[src/rtl/event_sync_pkg.sv]
// Shared helpers for the toggle-event receiver: id width and counter ceiling.
package event_sync_pkg;

    function automatic int idw(input int ch);
        return (ch <= 2) ? 1 : $clog2(ch);
    endfunction

    function automatic int unsigned cnt_max(input int unsigned w);
        return (32'd1 << w) - 32'd1;
    endfunction

endpackage

[src/rtl/toggle_sync_ch.sv]
// One channel: synchroniser chain, history flop and single-cycle edge output.
// SYNC_FILTER_EN adds a stage and only accepts a level once two stages agree.
module toggle_sync_ch #(
    parameter int SYNC_STAGES = 2
) (
    input  logic clk,
    input  logic rst_n,
    input  logic tog,
    output logic evt
);

`ifdef SYNC_FILTER_EN
    localparam int N = SYNC_STAGES + 1;
`else
    localparam int N = SYNC_STAGES;
`endif

    logic [N-1:0] sync;
    logic         hist;

`ifdef SYNC_FILTER_EN
    logic agree;
    assign agree = (sync[N-1] == sync[N-2]);
    assign evt   = agree & (sync[N-1] ^ hist);

    always_ff @(posedge clk or negedge rst_n) begin
        if (!rst_n) begin
            sync <= '0;
            hist <= 1'b0;
        end else begin
            sync <= {sync[N-2:0], tog};
            // history follows only a level that held across the last two stages
            if (agree) hist <= sync[N-1];
        end
    end
`else
    assign evt = sync[N-1] ^ hist;

    always_ff @(posedge clk or negedge rst_n) begin
        if (!rst_n) begin
            sync <= '0;
            hist <= 1'b0;
        end else begin
            sync <= {sync[N-2:0], tog};
            hist <= sync[N-1];
        end
    end
`endif

endmodule

[src/rtl/event_sync_rx.sv]
// Multi-channel toggle-event receiver: per-channel pending counters drained
// through a round-robin registered valid/ready port. Option: SYNC_FILTER_EN.
module event_sync_rx
    import event_sync_pkg::*;
#(
    parameter  int CH          = 4,
    parameter  int SYNC_STAGES = 2,
    parameter  int CNT_W       = 3,
    localparam int IDW         = idw(CH)
) (
    input  logic           clk,
    input  logic           rst_n,
    input  logic [CH-1:0]  tog_in,
    output logic           evt_valid,
    input  logic           evt_ready,
    output logic [IDW-1:0] evt_id,
    output logic [CH-1:0]  pend,
    output logic [CH-1:0]  ovf,
    input  logic [CH-1:0]  ovf_clr
);

    localparam logic [CNT_W-1:0] CNT_MAX = CNT_W'(cnt_max(CNT_W));

    logic [CH-1:0]    edge_v;
    logic [CH-1:0]    grant;
    logic [CNT_W-1:0] cnt [CH];
    logic [IDW-1:0]   ptr;
    logic [IDW-1:0]   sel;
    logic [IDW-1:0]   nxt;
    logic             found;
    logic             load;

    for (genvar g = 0; g < CH; g++) begin : g_sync
        toggle_sync_ch #(.SYNC_STAGES(SYNC_STAGES)) u_sync (
            .clk   (clk),
            .rst_n (rst_n),
            .tog   (tog_in[g]),
            .evt   (edge_v[g])
        );
    end

    assign load = !evt_valid || evt_ready;

    always_comb begin
        for (int unsigned i = 0; i < CH; i++) pend[i] = (cnt[i] != '0);
    end

    // Round-robin: scan ptr..CH-1 first, then wrap to 0..ptr-1.
    always_comb begin
        found = 1'b0;
        sel   = '0;
        for (int unsigned i = 0; i < CH; i++) begin
            if (!found && i >= 32'(ptr) && pend[i]) begin
                found = 1'b1;
                sel   = IDW'(i);
            end
        end
        for (int unsigned i = 0; i < CH; i++) begin
            if (!found && i < 32'(ptr) && pend[i]) begin
                found = 1'b1;
                sel   = IDW'(i);
            end
        end
        nxt   = (32'(sel) == 32'(CH - 1)) ? '0 : sel + 1'b1;
        grant = '0;
        if (load && found) grant[sel] = 1'b1;
    end

    always_ff @(posedge clk or negedge rst_n) begin
        if (!rst_n) begin
            for (int unsigned i = 0; i < CH; i++) cnt[i] <= '0;
            ovf       <= '0;
            evt_valid <= 1'b0;
            evt_id    <= '0;
            ptr       <= '0;
        end else begin
            for (int unsigned i = 0; i < CH; i++) begin
                // clear first so a same-cycle overflow below takes precedence
                if (ovf_clr[i]) ovf[i] <= 1'b0;
                if (edge_v[i] && !grant[i]) begin
                    if (cnt[i] == CNT_MAX) ovf[i] <= 1'b1;
                    else                   cnt[i] <= cnt[i] + 1'b1;
                end else if (!edge_v[i] && grant[i]) begin
                    cnt[i] <= cnt[i] - 1'b1;
                end
            end
            if (load) begin
                evt_valid <= found;
                if (found) begin
                    evt_id <= sel;
                    ptr    <= nxt;
                end
            end
        end
    end

endmodule

[config.mk]
export PLATFORM = sky130hd
export DESIGN_NAME = event_sync_rx
export DESIGN_NICKNAME = d
export VERILOG_FILES = /design/src/rtl/event_sync_pkg.sv /design/src/rtl/toggle_sync_ch.sv /design/src/rtl/event_sync_rx.sv
export SDC_FILE = /design/constraint.sdc
export NUM_CORES = 1
export LEC_CHECK = 0
export ABC_CLOCK_PERIOD_IN_PS = 9100
export CAP_MARGIN = 25
export CORE_ASPECT_RATIO = 2
export CORE_UTILIZATION = 55
export DETAILED_ROUTE_END_ITERATION = 6
export PLACE_DENSITY = 0.91
export SLEW_MARGIN = 20
export SYNTH_ARGS = -nofsm -noshare
export SYNTH_HDL_FRONTEND = slang
export SYNTH_SLANG_ARGS = --single-unit
[constraint.sdc]
create_clock -name clk -period 9.1 [get_ports clk]
set_clock_uncertainty 0.1 [all_clocks]
set_input_delay 0.91 -clock clk [delete_from_list [all_inputs] [get_ports clk]]
set_output_delay 0.91 -clock clk [all_outputs]
set_load 0.005 [all_outputs]
After elaboration in Yosys (flattened, before gate mapping)
Cells that the tools add are included.
{ "classes": {"n_mux": 41, "order_cmp": 8, "n_addsub": 9, "eq_ne": 9, "reduce_logical": 51, "n_bitwise": 4} }
{ "ops": {"columns": ["op", "count"], "rows": [
  ["3-bit 2-to-1 mux", 12],
  ["1-bit logical AND", 22],
  ["1-bit 2-to-1 mux", 21],
  ["1-bit logical NOT", 15],
  ["3-bit by 1-bit adder with 3-bit output, second input constant", 4],
  ["3-bit equality test, second input constant", 4],
  ["2-bit 2-to-1 mux", 6],
  ["3-bit nonzero test", 4],
  ["3-bit by 1-bit subtractor with 3-bit output, second input constant", 4],
  ["2-bit AND reduction", 5],
  ["2-bit inequality test, second input constant", 4],
  ["2-bit nonzero test", 4],
  ["1-bit by 2-bit greater-or-equal comparator with 1-bit output, first input constant", 2],
  ["1-bit by 2-bit < comparator with 1-bit output, first input constant", 2],
  ["4-bit 2-to-1 mux", 1],
  ["1-bit XOR", 4],
  ["2-bit by 3-bit < comparator with 1-bit output, second input constant", 1],
  ["2-bit by 1-bit adder with 2-bit output, second input constant", 1],
  ["1-bit demux with 2-bit select", 1],
  ["2-bit equality test, second input constant", 1],
  ["2-bit by 1-bit greater-or-equal comparator with 1-bit output, second input constant", 1],
  ["2-bit greater-or-equal comparator, first input constant", 1],
  ["2-bit < comparator, first input constant", 1],
  ["1-bit logical OR", 1]
]} }
{ "totals": {"regBits": 33} }

Logic depth before layout (Yosys ltp)
{ "depth": {"word_depth": 35, "depth_mapped": 16, "mapped_depth_nobuf": 15} }

Cells and area by module
From an unflattened synthesis, not the netlist that was laid out.
{ "unflattened": {"cells_unflattened": 160, "hier_area_um2": 1750.4} }
{ "by_module_without_submodules": {"columns": ["module", "instances", "area_each_um2", "seq_area_each_um2", "cells_each"], "rows": [
  ["event_sync_rx", 1, 1415.1, 525.5, 144],
  ["toggle_sync_ch", 4, 83.8, 75.1, 4]
]} }

Worst setup path after synthesis
OpenSTA, ideal clock, no wires.
{ "synth_path": {"path_type": "register -> register", "start": "register cnt[9] (netlist name)", "end": "register cnt[2] (netlist name)", "n_path_buf": 1, "t_arrival_ns": 3.185, "setup_slack_ns": 5.692, "setup_ns": 0.123, "stages_incl_launch_ff": 16, "required_time_ns": 8.877, "cell_sequence": "dfrtp_1 > or3_1 > clkbuf_1 > nor2_1 > a211oi_1 > nor3_1 > ha_1 > inv_1 > o21ai_1 > xor2_1 > ha_1 > or2_2 > nand2b_1 > o32ai_1 > o22ai_1 > xnor2_1"} }
{ "synth_via": {"elab_chain_cells": 35, "word_cells_on_any_way": 46} }
{ "synth_rtl": {"columns": ["item", "line", "rtl"], "rows": [
  ["start: declaration", "event_sync_rx.sv:26", "logic [CNT_W-1:0] cnt [CH];"],
  ["start signal: indexed assignment", "event_sync_rx.sv:82", "else cnt[i] <= cnt[i] + 1'b1;"],
  ["start signal: indexed assignment", "event_sync_rx.sv:84", "cnt[i] <= cnt[i] - 1'b1;"],
  ["3-bit nonzero test (*)", "event_sync_rx.sv:45", "for (int unsigned i = 0; i < CH; i++) pend[i] = (cnt[i] != '0);"],
  ["via pend[0]", "event_sync_rx.sv:17", "output logic [CH-1:0] pend,"],
  ["1-bit logical AND", "event_sync_rx.sv:53", "if (!found && i >= 32'(ptr) && pend[i]) begin"],
  ["1-bit 2-to-1 mux", "event_sync_rx.sv:53", null],
  ["1-bit logical NOT", "event_sync_rx.sv:53", null],
  ["1-bit logical AND (2 in a row)", "event_sync_rx.sv:53", null],
  ["1-bit 2-to-1 mux", "event_sync_rx.sv:53", null],
  ["1-bit logical NOT", "event_sync_rx.sv:53", null],
  ["[18 not listed]", null, null],
  ["via sel[0]", "event_sync_rx.sv:28", "logic [IDW-1:0] sel;"],
  ["[1 not listed]", null, null],
  ["1-bit logical AND (not written as such)", "event_sync_rx.sv:66", "if (load && found) grant[sel] = 1'b1;"],
  ["1-bit 2-to-1 mux (not written as such)", "event_sync_rx.sv:66", null],
  ["1-bit demux with 2-bit select (*)", "event_sync_rx.sv:66", null],
  ["4-bit 2-to-1 mux (*)", "event_sync_rx.sv:66", null],
  ["1-bit logical NOT", "event_sync_rx.sv:80", "if (edge_v[i] && !grant[i]) begin"],
  ["1-bit logical AND", "event_sync_rx.sv:80", null],
  ["2-bit inequality test (no source line) / 2-bit nonzero test (equally long branches)", null, null],
  ["2-bit AND reduction (no source line)", null, null]
]} }
The timed path passes the listed nets; every way through them passes the cells marked *.
A chain may end at the register's enable or synchronous reset.

Final worst setup path
{ "layout_path": {"start": "register cnt[9] (netlist name)", "end": "register cnt[2] (netlist name)"} }
{ "layout_via": {"elab_chain_cells": 35, "word_cells_on_any_way": 46} }
{ "layout_rtl": {"columns": ["item", "line"], "rows": [
  ["3-bit nonzero test (*)", "event_sync_rx.sv:45"],
  ["1-bit logical AND", "event_sync_rx.sv:53"],
  ["1-bit 2-to-1 mux", "event_sync_rx.sv:53"],
  ["1-bit logical NOT", "event_sync_rx.sv:53"],
  ["1-bit logical AND (2 in a row)", "event_sync_rx.sv:53"],
  ["1-bit 2-to-1 mux", "event_sync_rx.sv:53"],
  ["1-bit logical NOT", "event_sync_rx.sv:53"],
  ["1-bit logical AND (2 in a row)", "event_sync_rx.sv:53"],
  ["[16 not listed]", null],
  ["via sel[0]", "event_sync_rx.sv:28"],
  ["[1 not listed]", null],
  ["1-bit logical AND (not written as such)", "event_sync_rx.sv:66"],
  ["1-bit 2-to-1 mux (not written as such)", "event_sync_rx.sv:66"],
  ["1-bit demux with 2-bit select (*)", "event_sync_rx.sv:66"],
  ["4-bit 2-to-1 mux (*)", "event_sync_rx.sv:66"],
  ["1-bit logical NOT", "event_sync_rx.sv:80"],
  ["1-bit logical AND", "event_sync_rx.sv:80"],
  ["2-bit inequality test (no source line) / 2-bit nonzero test (equally long branches)", null],
  ["2-bit AND reduction (no source line)", null]
]} }
Marked as above.

==> impl_metrics.env <==
export IMPL_first_pass_iters=4
export IMPL_postCtsSetupRepairBufs=0
export IMPL_stdcell_count=195
export IMPL_crit_top_cell="ha_1"
export IMPL_synthDistinctLibCells=36
export IMPL_outcome="finished clean"
export IMPL_antenna_found_initial=0
export IMPL_numCtsBuffers=5
export IMPL_relSlewSlack_pct=61.93
export IMPL_final_nets=184
export IMPL_cts_tree="yes"
export IMPL_critPathKind="flop to flop"
export IMPL_grt_pass1_wl_um=4767
export IMPL_fmax_ghz=0.2673
export IMPL_met1_usage_pct=21.36
export IMPL_drv_cap=0
export IMPL_clk_latency_ps=290
export IMPL_yosysWarnings=0
export IMPL_gr_usage_met2_pct=38.23
export IMPL_ant_nets=0
export IMPL_overflow=0
export IMPL_die_y_um=78.46
export IMPL_r2r_start="cnt[9]"
export IMPL_yosys_area_top_type_share_pct=51.36
export IMPL_syn_area_um2=1608
export IMPL_die_w_um=40.23
export IMPL_wl_um=2913
export IMPL_critPathArrivalTime_ps=3810
export IMPL_cellPowerDensity_nw_per_um2=335.6
export IMPL_grt_max_degree=34
export IMPL_fin_tns_setup_ps=0
export IMPL_rows=27
export IMPL_diodes=0
export IMPL_dieArea_um2=3156
export IMPL_ys_flop_type="dfrtp_1"
export IMPL_synthTopCellsByArea="dfrtp_1 (51%), ha_1 (3.9%), xnor2_1 (3.8%), fa_1 (3.7%), nand2_1 (3.3%)"
export IMPL_ys_seq_area_share_pct=51.36
export IMPL_finalPower_mw=0.6412
export IMPL_cts_resized=0
export IMPL_cts_buffer_depth=2
export IMPL_final_max_slew_viol_count=0
export IMPL_ys_ff_latch=33
export IMPL_final_hold_violation_count=0
export IMPL_syn_nets=159
export IMPL_grtUsageTotal_pct=22.42
export IMPL_yosys_top_cells_count="dfrtp_1 (33), nand2_1 (14), inv_1 (10)"
export IMPL_rsz0062_at_grt="no"
export IMPL_crit_slowest_cell="or3_1"
export IMPL_worstHoldStart="g_sync[2].u_sync.sync[0]"
export IMPL_yosys_area_share_simple_pct=11.98
export IMPL_syn_inst=140
export IMPL_power_leakage_nw=0.8243
export IMPL_hold_buffers=0
export IMPL_cts_clk_slew_worst_paths_ps=60
export IMPL_synth_xor_area_share_pct=7.082
export IMPL_wl_per_cell_um=14.94
export IMPL_r2r_worst_path_cells=14
export IMPL_stdcell_area_um2=1911
export IMPL_synth_most_common_cell="dfrtp_1"
export IMPL_avgViaCountPerCell=5.826
export IMPL_r2r_end="cnt[2]"
export IMPL_initialDrtViolationCount=31
export IMPL_endpoint_kind="flop"
export IMPL_rrSetupSlack_ps=5360
export IMPL_core_region_area_um2=2770
export IMPL_cp_required_ps=9170
export IMPL_root_buffer="clkbuf_8"
export IMPL_gp_congestion=0.8149
export IMPL_grt_most_used_layer="met2"
export IMPL_crit_fanout=8
export IMPL_cp_cell_sequence="or3_1, nor2_1, a211oi_1, nor3_1, ha_1, inv_1, o21ai_1, xor2_1, ha_1, or2_2, nand2b_1, o32ai_1, o22ai_1, xnor2_1"
export IMPL_syn2layout_area_growth_pct=18.83
export IMPL_place_area_um2=1831
export IMPL_cp_buffers_inverters=1
export IMPL_synth_edff_count=0
export IMPL_synthAdderAreaFrac_pct=7.626
export IMPL_finalSetupViolCount=0
export IMPL_min_period_ps=3741
export IMPL_syn_area_per_cell_um2=11.48
export IMPL_crit_family="simple AND/OR/NAND/NOR gates"
export IMPL_design_portCount=22
export IMPL_met3_usage_pct=6.215
export IMPL_peakVddDrop_uv=187.2
export IMPL_finish_utilization_pct=68.97
export IMPL_cts_htree_levels=2
export IMPL_start_kind="flop"
export IMPL_cts_sinks=33
export IMPL_synth_mux_area_share_pct=3.735
export IMPL_holdCritPathClass="flop to flop"
export IMPL_dp_cells=187
export IMPL_hpwlAfterDp_um=2195
export IMPL_vias=1136
export IMPL_start_util_pct=58.04
export IMPL_worst_pin_slew_ps=566.7
export IMPL_max_stage_delay_ps=530
export IMPL_hold_depth=0
export IMPL_grt_pass1_vias=1163
export IMPL_synth_top_family_by_area="compound AO/OA/AOI/OAI gates"
export IMPL_synth_top_area_cell="dfrtp_1"
export IMPL_synth_compound_area_share_pct=13.70
export IMPL_io_buffers=21
export IMPL_drive_above_1_share_pct=11.45
export IMPL_async_reset_ff_share_pct=100.0
export IMPL_timing_final_crit_share_pct=41.11
export IMPL_holdPathEnd="g_sync[2].u_sync.sync[1]"
export IMPL_drc=0
[cell usage in the layout, fill, tap and decap left out, types with 2 or more instances in the layout]
master           synthesis  routed
clkbuf_8                 0       5
o22ai_1                  6       6
nor3_1                   3       3
nor2_1                   4       4
nand3_1                  4       4
clkdlybuf4s50_1          0      21
a22oi_1                  2       2
or2_1                    3       3
nand2_1                 14      14
xor2_1                   6       6
xnor2_1                  7       7
a21oi_2                  5       5
and2_4                   2       2
mux2_1                   4       4
or3_1                    3       3
ha_1                     5       5
nand2b_1                 2       2
inv_1                   10      10
o21ai_1                  2       2
fa_1                     3       3
dfrtp_1                 33      33
clkbuf_1                 1       3
a21oi_1                  5       5
[sequential cells by signal, indices dropped and copies added (netlist names)]
| name | cells |
|---|---|
| cnt | 12 |
| g_sync.u_sync.sync | 8 |
| g_sync.u_sync.hist | 4 |
| ovf | 4 |
| evt_id | 2 |
| ptr | 2 |
| evt_valid | 1 |
[metal layers]
metal	share of wire (%)	vias to the layer above
met3	3.1	10
li1	-	526
met1	37	577
met4	3.0	0
met2	57	23
met5	0	-
[final cells by class]
type                            instances  area, µm²
Clock buffer                            8      80.08
Fill cell                             214      859.6
Inverter                               11      41.29
Multi-Input combinational cell         92      709.4
Sequential cell                        33      825.8
Tap cell                               29      36.28
Timing Repair Buffer                   22      217.7
[how the worst max path moves through the flow]
stage | start | to | slack, ps | depth (start not counted)
CTS | cnt[9] | cnt[2] | 5370 | 14
detailed placement | cnt[9] | cnt[2] | 5400 | 14
finish | cnt[9] | cnt[2] | 5360 | 14
global route | cnt[9] | cnt[2] | 5170 | 14
floorplan | cnt[9] | cnt[2] | 5690 | 15
global placement | cnt[9] | cnt[2] | 5610 | 14
[logic make-up (layout without fill, tap and decap cells)]
group / Yosys count / after routing
adders and majority gates: 8 / 8
muxes: 5 / 5
DFF: 33 / 33
buffers and inverters: 15 / 41
xor gates and xnor gates: 13 / 13
and+or+nand+nor: 38 / 38
AOI/OAI and AO/OA: 28 / 28
[per-stage QoR]
step / worst slack [ps] / hold WS, ps
2_1_floorplan: 5692 / 231.2
6_report: 5359 / 250.9
5_1_grt: 5170 / 257.2
4_1_cts: 5373 / 254.4
3_5_place_dp: 5395 / 240.5
3_3_place_gp: 5614 / 231.4
[power breakdown]
group	switching (mW)	internal [mW]	total, mW
registers	0.0498	0.196	0.246
clock network	0.0493	0.0542	0.103
logic	0.143	0.149	0.292
total	0.242	0.399	0.641
(Power assumes the default switching activity.)
